--- src/rtl/text_buf_pkg.sv ---
// Shared types and constants for the text character buffer: FSM states,
// ASCII control codes and character cell geometry.
package text_buf_pkg;

    typedef enum logic [1:0] {
        IDLE      = 2'd0,
        CLEAR_ROW = 2'd1,
        CLEAR_ALL = 2'd2
    } state_t;

    localparam logic [6:0] ASC_SPACE  = 7'h20;
    localparam logic [6:0] ASC_TILDE  = 7'h7E;
    localparam logic [6:0] ASC_BS     = 7'h08;
    localparam logic [6:0] ASC_LF     = 7'h0A;
    localparam logic [6:0] ASC_CR     = 7'h0D;
    localparam logic [6:0] ASC_FF     = 7'h0C;
    localparam logic [6:0] ASC_CURSOR = 7'h5F;

    localparam int unsigned CELL_W = 8;
    localparam int unsigned CELL_H = 16;

    // True for codes that are stored in the grid and advance the cursor
    function automatic logic is_printable(input logic [6:0] c);
        return (c >= ASC_SPACE) && (c <= ASC_TILDE);
    endfunction

endpackage

--- src/rtl/text_ram.sv ---
// Simple dual-port character RAM: synchronous write, synchronous read-first.
// The read register clears to 0 on reset and whenever rd_en is low, so the
// owner can gate out-of-range reads without an extra pipeline stage.
module text_ram #(
    parameter int unsigned AW = 7
) (
    input  logic          clk,
    input  logic          reset_n,
    input  logic          we,
    input  logic [AW-1:0] waddr,
    input  logic [6:0]    wdata,
    input  logic          rd_en,
    input  logic [AW-1:0] raddr,
    output logic [6:0]    rdata
);

    localparam int unsigned DEPTH = 1 << AW;

    logic [6:0] mem [DEPTH];

    // Write port; storage is deliberately not reset
    always_ff @(posedge clk) begin
        if (we) begin
            mem[waddr] <= wdata;
        end
    end

    // Read port; non-blocking update gives old data on a same-cycle write
    always_ff @(posedge clk or negedge reset_n) begin
        if (!reset_n) begin
            rdata <= 7'h00;
        end else begin
            rdata <= rd_en ? mem[raddr] : 7'h00;
        end
    end

endmodule

--- src/rtl/text_char_buffer.sv ---
// Character screen memory: decodes UART bytes into a COLS x ROWS grid with a
// cursor and returns the code of the cell under the current pixel (x,y).
// Optional build macro CURSOR_BLINK_EN overlays a blinking '_' on the cursor.
module text_char_buffer
    import text_buf_pkg::*;
#(
    parameter int unsigned COLS = 32,
    parameter int unsigned ROWS = 4,
    parameter int unsigned X0   = 192,
    parameter int unsigned Y0   = 208
`ifdef CURSOR_BLINK_EN
    ,
    parameter int unsigned BLINK_DIV = 25_000_000
`endif
) (
    input  logic                      clk,
    input  logic                      reset_n,
    input  logic [7:0]                rx_data,
    input  logic                      rx_valid,
    output logic                      rx_ready,
    input  logic [9:0]                x,
    input  logic [9:0]                y,
    output logic [6:0]                ascii_code,
    output logic [$clog2(COLS)-1:0]   cursor_col,
    output logic [$clog2(ROWS)-1:0]   cursor_row,
    output logic                      busy
);

    localparam int unsigned CW  = $clog2(COLS);
    localparam int unsigned RW  = $clog2(ROWS);
    localparam int unsigned AW  = CW + RW;
    localparam int unsigned CXS = $clog2(CELL_W);
    localparam int unsigned CYS = $clog2(CELL_H);

    state_t         state_q, state_d;
    logic [CW-1:0]  col_q, col_d;
    logic [RW-1:0]  row_q, row_d;
    logic [AW-1:0]  clr_q, clr_d;
    logic           busy_q, rx_ready_q;
    logic           accept;
    logic           we;
    logic [AW-1:0]  waddr;
    logic [6:0]     wdata;
    logic           in_grid;
    logic [AW-1:0]  raddr;
    logic [6:0]     ram_q;

    assign accept = rx_valid & rx_ready_q;

    // State, cursor and clear-counter registers
    always_ff @(posedge clk or negedge reset_n) begin
        if (!reset_n) begin
            state_q    <= CLEAR_ALL;
            col_q      <= '0;
            row_q      <= '0;
            clr_q      <= '0;
            busy_q     <= 1'b1;
            rx_ready_q <= 1'b0;
        end else begin
            state_q    <= state_d;
            col_q      <= col_d;
            row_q      <= row_d;
            clr_q      <= clr_d;
            busy_q     <= (state_d != IDLE);
            rx_ready_q <= (state_d == IDLE);
        end
    end

    // Byte decode, cursor movement and clear sequencing
    always_comb begin
        state_d = state_q;
        col_d   = col_q;
        row_d   = row_q;
        clr_d   = clr_q;
        we      = 1'b0;
        waddr   = {row_q, col_q};
        wdata   = ASC_SPACE;
        case (state_q)
            IDLE: begin
                if (accept && !rx_data[7]) begin
                    if (is_printable(rx_data[6:0])) begin
                        we    = 1'b1;
                        wdata = rx_data[6:0];
                        if (col_q == CW'(COLS - 1)) begin
                            col_d   = '0;
                            row_d   = row_q + RW'(1);
                            clr_d   = '0;
                            state_d = CLEAR_ROW;
                        end else begin
                            col_d = col_q + CW'(1);
                        end
                    end else if (rx_data[6:0] == ASC_LF || rx_data[6:0] == ASC_CR) begin
                        col_d   = '0;
                        row_d   = row_q + RW'(1);
                        clr_d   = '0;
                        state_d = CLEAR_ROW;
                    end else if (rx_data[6:0] == ASC_BS) begin
                        if (col_q != '0) begin
                            col_d = col_q - CW'(1);
                            we    = 1'b1;
                            waddr = {row_q, col_q - CW'(1)};
                        end
                    end else if (rx_data[6:0] == ASC_FF) begin
                        col_d   = '0;
                        row_d   = '0;
                        clr_d   = '0;
                        state_d = CLEAR_ALL;
                    end
                end
            end
            CLEAR_ROW: begin
                we    = 1'b1;
                waddr = {row_q, clr_q[CW-1:0]};
                if (clr_q[CW-1:0] == CW'(COLS - 1)) begin
                    clr_d   = '0;
                    state_d = IDLE;
                end else begin
                    clr_d = clr_q + AW'(1);
                end
            end
            CLEAR_ALL: begin
                we    = 1'b1;
                waddr = clr_q;
                if (clr_q == AW'(COLS * ROWS - 1)) begin
                    clr_d   = '0;
                    state_d = IDLE;
                end else begin
                    clr_d = clr_q + AW'(1);
                end
            end
            default: begin
                state_d = CLEAR_ALL;
                clr_d   = '0;
            end
        endcase
    end

    // Pixel to cell mapping; range checked before the offset subtraction
    always_comb begin
        in_grid = (x >= 10'(X0)) && (x < 10'(X0 + COLS * CELL_W)) &&
                  (y >= 10'(Y0)) && (y < 10'(Y0 + ROWS * CELL_H));
        raddr   = {RW'((y - 10'(Y0)) >> CYS), CW'((x - 10'(X0)) >> CXS)};
    end

    text_ram #(
        .AW(AW)
    ) u_ram (
        .clk    (clk),
        .reset_n(reset_n),
        .we     (we),
        .waddr  (waddr),
        .wdata  (wdata),
        .rd_en  (in_grid),
        .raddr  (raddr),
        .rdata  (ram_q)
    );

`ifdef CURSOR_BLINK_EN
    localparam int unsigned BW = (BLINK_DIV > 1) ? $clog2(BLINK_DIV) : 1;

    logic [BW-1:0] blink_cnt;
    logic          blink_phase;
    logic          cursor_hit;

    // Blink half-period counter and phase
    always_ff @(posedge clk or negedge reset_n) begin
        if (!reset_n) begin
            blink_cnt   <= '0;
            blink_phase <= 1'b0;
        end else if (blink_cnt == BW'(BLINK_DIV - 1)) begin
            blink_cnt   <= '0;
            blink_phase <= ~blink_phase;
        end else begin
            blink_cnt <= blink_cnt + BW'(1);
        end
    end

    // Flag reads of the cursor cell during the visible blink phase
    always_ff @(posedge clk or negedge reset_n) begin
        if (!reset_n) begin
            cursor_hit <= 1'b0;
        end else begin
            cursor_hit <= blink_phase && in_grid && (raddr == {row_q, col_q});
        end
    end

    assign ascii_code = cursor_hit ? ASC_CURSOR : ram_q;
`else
    assign ascii_code = ram_q;
`endif

    assign cursor_col = col_q;
    assign cursor_row = row_q;
    assign busy       = busy_q;
    assign rx_ready   = rx_ready_q;

endmodule

--- config.mk ---
export PLATFORM = sky130hd
export DESIGN_NAME = text_char_buffer
export DESIGN_NICKNAME = d
export VERILOG_FILES = /design/src/rtl/text_buf_pkg.sv /design/src/rtl/text_ram.sv /design/src/rtl/text_char_buffer.sv
export SDC_FILE = /design/constraint.sdc
export NUM_CORES = 1
export LEC_CHECK = 0
export ABC_AREA = 1
export CORE_ASPECT_RATIO = 1.5
export CORE_MARGIN = 3
export CORE_UTILIZATION = 53
export DETAILED_ROUTE_END_ITERATION = 8
export HOLD_SLACK_MARGIN = 0.03
export PLACE_DENSITY = 0.69
export SLEW_MARGIN = 20
export SYNTH_ARGS = -nofsm -noshare
export SYNTH_HDL_FRONTEND = slang
export SYNTH_SLANG_ARGS = --single-unit
--- constraint.sdc ---
create_clock -name clk -period 12.15 [get_ports clk]
set_clock_uncertainty 0.05 [all_clocks]
set_input_delay 3.0375 -clock clk [delete_from_list [all_inputs] [get_ports clk]]
set_output_delay 3.0375 -clock clk [all_outputs]
set_load 0.1 [all_outputs]
==> results of run 1 <==
-- per-layer routing --
metal  track usage, %  vias up
li1                 -    12900
met1             30.4    12800
met4             11.2        0
met3             2.79      241
met2             43.4      968
met5                0        -
-- through the flow --
stage / hold slack, ns / instance area (sq um) / setup slack (ns)
after floorplan: 0.443 / 40500 / 0.378
after global placement: 0.462 / 41600 / 5.08
after detailed placement: 0.474 / 41600 / 5.05
after CTS: 0.487 / 44400 / 5.71
after global routing: 0.531 / 44400 / 5.48
final: 0.489 / 44400 / 5.68
-- registers in the layout, indices dropped and copies added, names as in the netlist --
name	cells
cursor_row	2
u_ram.mem	896
rx_ready	1
clr_q	7
cursor_col	5
u_ram.rdata	7
busy	1
state_q	2
-- worst paths after layout --
| check | from | to | slack [ns] | cells after the start |
|---|---|---|---|---|
| worst max register to register | cursor_col[0] | u_ram.mem[116][5] | 8.16 | 11 |
| min in group asynchronous | reset_n | cursor_col[4] | 2.78 | 2 |
| worst min register to register | clr_q[6] | clr_q[6] | 0.49 | 2 |
| max in group asynchronous | reset_n | state_q[1] | 8.91 | 2 |
| worst max-delay path | rx_data[6] | u_ram.mem[85][1] | 5.68 | 10 |
| worst min-delay path | clr_q[6] | clr_q[6] | 0.49 | 2 |
-- worst max-delay path, delay by kind of cell --
| family | cells | cell delay, ns |
|---|---|---|
| AO/OA/AOI/OAI | 1 | 0.27 |
| AND/OR/NAND/NOR | 7 | 2.72 |
| buffers and inverters | 2 | 0.63 |
-- where the power goes --
group	total (mW)	internal, mW	switching [mW]
Sequential	3.43	3.43	0.000470
Clock	2.63	1.52	1.11
Combinational	0.306	0.0850	0.221
-- kinds of logic (layout without fill, tap and decap cells) --
logic type,after synthesis,after routing,synth area share [%]
DFF,921,921,68.0
buffers and inverters,740,760,7.01
xor gates and xnor gates,7,7,0.151
AOI/OAI and AO/OA,53,53,0.810
adders and majority gates,12,12,0.371
and+or+nand+nor,2228,2228,23.6
-- cell type report --
cell class | instances | area (sq um) | share of cell area (%)
clock inverters | 43 | 459 | 1.03
repair buffers | 78 | 717 | 1.62
clock buffers | 106 | 2250 | 5.06
flip-flops and latches | 921 | 27500 | 62.1
multi-input cells | 2300 | 10100 | 22.9
inverters | 533 | 2020 | 4.54
well taps | 1000 | 1250 | 2.82
-- cell usage in the layout, fill, tap and decap left out, types with 7 or more instances in the layout --
cell             count
clkinv_2            13
buf_4               34
nand2_1           1224
clkdlybuf4s50_1     39
ha_1                12
nand3_1            741
clkbuf_1            17
nor2_2               7
o211ai_1             8
inv_2                8
clkinv_1            17
dfrtp_1             23
o21ai_0             19
bufinv_16           10
nor2_1             162
clkbuf_16           85
or2_2               61
inv_1              521
edfxtp_1           896
a21oi_1             14
nor3_1               7
==> impl_metrics.json, run 1 <==
{
  "status": "finished, final reports clean",
  "syn_area_per_cell_sq_um": 10.2,
  "hpwl_mm": 55.1,
  "crit_type": "in -> reg",
  "slowest_stage": "nor2_1",
  "post-cts-setup-buffer-count": 0,
  "fin_tns_setup_ns": 0,
  "io_buffers": 43,
  "top_layer_used": "met4",
  "cts_sinks": 921,
  "worstPathMaxFanout": 16,
  "rows": 123,
  "cts_resized": 0,
  "yosys.cell_count.top_type": "nand2_1",
  "viasPerCell": 5.41,
  "rsz0062_at_grt": "no",
  "initial_core_util_pct": 53.7,
  "async_reset_ff_share_pct": 2.71,
  "min_period_ns": 6.47,
  "wl_met1_mm": 37.0,
  "worst_ir_drop_vdd_mv": 0.0911,
  "dp.cells": 4831,
  "cpPeakStageDelay_ns": 0.89,
  "total_power_mw": 6.37,
  "area_growth_pct": 9.64,
  "grt_pass1_vias": 25900,
  "diodes": 0,
  "worstMarginPinSlew_ns": 1.16,
  "cap_violations": 0,
  "netlist_instances": 3961,
  "grt-ovfl-total": 0,
  "met3_wirelength_mm": 6.19,
  "synth_common_cells": "nand2_1 (1224), edfxtp_1 (896), nand3_1 (742)",
  "utilization_pct": 58.8,
  "leakagePower_nw": 18.3,
  "drtIter0Drc": 2662,
  "vias": 26900,
  "arrival_ns": 6.69,
  "setup.worst_path.end_class": "flip-flop",
  "clk_pin_slew_ns": 0.06,
  "wirelength_mm": 97.7,
  "path_cells": "clkdlybuf4s50_1 -> inv_2 -> nand3_1 -> nor3_2 -> nand3_1 -> nand2_1 -> nand3_1 -> a21oi_2 -> nand3_2 -> nor2_1",
  "seq_area_frac_synth_pct": 68.0,
  "insertion_delay_ns": 0.63,
  "io_pins": 47,
  "finalNonFillerCells": 4981,
  "slew_violations": 0,
  "grt_use_total_pct": 24.6,
  "period_share_pct": 53.3,
  "wire_per_inst_microns": 19.6,
  "root_buffer": "clkbuf_16",
  "holdCritPathClass": "reg -> reg",
  "cts_tree": "built",
  "clock.fmax_ghz": 0.154,
  "drc_errors": 0,
  "syn_area_sq_mm": 0.0405,
  "ys_warn_count": 0,
  "hold_buffers": 0,
  "power_density_mw_per_mm2": 144,
  "drt_first_pass_iters": 6,
  "core_area_sq_mm": 0.0754,
  "yosysTopAreaCellShare_pct": 66.5,
  "htreeDepth": 3,
  "grt_max_degree": 208,
  "numCtsBuffers": 83,
  "die_h_microns": 344,
  "layout.nets": 3960,
  "synth_cell_types": 39,
  "synth.net_count": 4004,
  "drive_above_1_share_pct": 6.53,
  "synth_edf_count": 896,
  "die_w_microns": 232,
  "gp_routability_congestion": 0.868,
  "grt_pass1_wl_mm": 149,
  "max_slew_margin_pct": 22.6,
  "dieArea_sq_mm": 0.0798,
  "path_common_cell": "nand3_1",
  "yosys-top-cells-area": "edfxtp_1 (66%), nand2_1 (11%), nand3_1 (9.2%), inv_1 (4.9%), nor2_1 (1.5%)",
  "wl_met2_mm": 49.9,
  "yosysTopAreaCell": "edfxtp_1",
  "start_kind": "input port",
  "setup_viol": 0,
  "hold_viol_final": 0,
  "ant_nets": 0,
  "ys_seq_elements": 921,
  "clockBufferDepth": 3,
  "grt_antenna_before_repair": 0,
  "synth_flop_cell": "edfxtp_1",
  "nFillCells": 6252,
  "critical_path_required_ns": 12.36
}
(Power assumes the default switching activity.)
==> run 2, diff against run 1 <==
Settings changed: PLACE_DENSITY 0.69 to 0.72.
Clock period 12.15 ns to 5.76 ns, I/O delays scaled along.
==> impl_metrics.json, run 2 (synthesis results as in run 1) <==
{
  "drc_errors": 0,
  "layout.nets": 3988,
  "drt_first_pass_iters": 6,
  "clockBufferDepth": 3,
  "insertion_delay_ns": 0.62,
  "cts_resized": 0,
  "fin_tns_setup_ns": 0,
  "hold_buffers": 0,
  "cts_sinks": 921,
  "grt_antenna_before_repair": 0,
  "viasPerCell": 5.44,
  "root_buffer": "clkbuf_16",
  "die_h_microns": 344,
  "ant_nets": 0,
  "vias": 27200,
  "wire_per_inst_microns": 19.6,
  "area_growth_pct": 10.4,
  "io_pins": 47,
  "grt_pass1_vias": 26100,
  "grt_use_total_pct": 24.6,
  "crit_type": "in -> reg",
  "max_slew_margin_pct": 22.5,
  "hold_viol_final": 0,
  "rows": 123,
  "status": "finished, final reports clean",
  "leakagePower_nw": 18.5,
  "worstPathMaxFanout": 11,
  "dieArea_sq_mm": 0.0798,
  "largest_reg_flops": 896,
  "initial_core_util_pct": 53.7,
  "htreeDepth": 3,
  "total_power_mw": 13.2,
  "worstMarginPinSlew_ns": 1.16,
  "setup_viol": 0,
  "utilization_pct": 59.3,
  "grt_pass1_wl_mm": 147,
  "arrival_ns": 4.57,
  "nFillCells": 6021,
  "start_kind": "input port",
  "clock.fmax_ghz": 0.229,
  "final_common_cell": "nand2_1",
  "setup.worst_path.end_class": "flip-flop",
  "numCtsBuffers": 77,
  "grt-ovfl-total": 0,
  "min_period_ns": 4.37,
  "place_area_sq_mm": 0.0421,
  "worst_ir_drop_vdd_mv": 0.188,
  "critical_path_required_ns": 5.96,
  "rsz0062_at_grt": "no",
  "top_regs": "u_ram.mem (896), clr_q (7), u_ram.rdata (7)",
  "largest_register": "u_ram.mem",
  "cts_tree": "built",
  "hold_ws_ns": 0.481,
  "holdCritPathClass": "reg -> reg",
  "hpwl_mm": 57.5,
  "gp_routability_congestion": 0.894,
  "cap_violations": 0,
  "slew_violations": 0,
  "grt_max_degree": 237,
  "drive_above_1_share_pct": 7.37,
  "drtIter0Drc": 3139,
  "diodes": 0,
  "power_density_mw_per_mm2": 295,
  "final_area_sq_mm": 0.0447,
  "core_area_sq_mm": 0.0754,
  "clk_pin_slew_ns": 0.06,
  "post-cts-setup-buffer-count": 0,
  "mostFrequentLayoutCells": "nand2_1 (1224), edfxtp_1 (896), nand3_1 (741)",
  "period_share_pct": 75.8,
  "wirelength_mm": 98.3,
  "die_w_microns": 232,
  "io_buffers": 43
}
## run 2: cell count changes in the layout (fill, tap and decap cells not counted), moves of 4 or more
cell        before  now
buf_12           2   19
buf_4           34   51
clkbuf_1        17    9
clkbuf_16       85   79
clkinv_1        17   13
clkinv_4         1    5
clkinvlp_4       1    7
## run 2: path summary, 6_finish.rpt
check                      startpoint               end  slack (ns)  depth (start not counted)
setup / recovery           rx_data[6]  u_ram.mem[47][3]        1.39                         14
hold / removal               clr_q[3]          clr_q[3]        0.48                          2
setup reg to reg           state_q[1]   u_ram.mem[1][3]        1.93                          7
hold reg to reg              clr_q[3]          clr_q[3]        0.48                          2
max in group asynchronous     reset_n        state_q[1]        4.16                          2
min in group asynchronous     reset_n          rx_ready        1.17                          2
## run 2: critical path, stage by stage
cell and delay, ns:
clkdlybuf4s50_1 0.51, inv_2 0.14, nand3_1 0.13, nor3_2 0.13
buf_4 0.19, nand3_1 0.10, nand2_1 0.08, nand3_1 0.06
nand2_1 0.08, nand2_2 0.13, nor2_1 0.17, nand2_1 0.41
buf_4 0.43, nor2_1 0.55
## run 2: routing by layer
metal  global-route usage (%)  vias to the layer above  part of all wire (%)
met5                        0                        -                     0
met4                     12.0                        0                   4.9
met3                     3.19                      268                   6.9
met2                     44.0                     1098                    52
met1                     29.2                    12800                    37
li1                         -                    13000                     -
## run 2: report_power, final
group | internal, mW | leakage [nW] | switching, mW
logic | 0.184 | 10.4 | 0.468
clock network | 2.99 | 1.24 | 2.29
registers | 7.23 | 6.83 | 0.00107
## run 2: through the flow
step | setup slack (ns) | std cells
floorplan | -2.38 | 3961
global placement | 0.865 | 4866
detailed placement | 0.782 | 4866
CTS | 1.42 | 5004
global route | 1.25 | 5004
finish | 1.39 | 5004
## run 2: cell type report
type                            instances  area [sq um]  area share (%)
Tap cell                             1000          1250            2.80
Clock buffer                           90          2040            4.56
Sequential cell                       921         27500            61.6
Inverter                              533          2020            4.51
Clock inverter                         48           515            1.15
Multi-Input combinational cell       2300         10200            22.7
Timing Repair Buffer                  112          1180            2.65
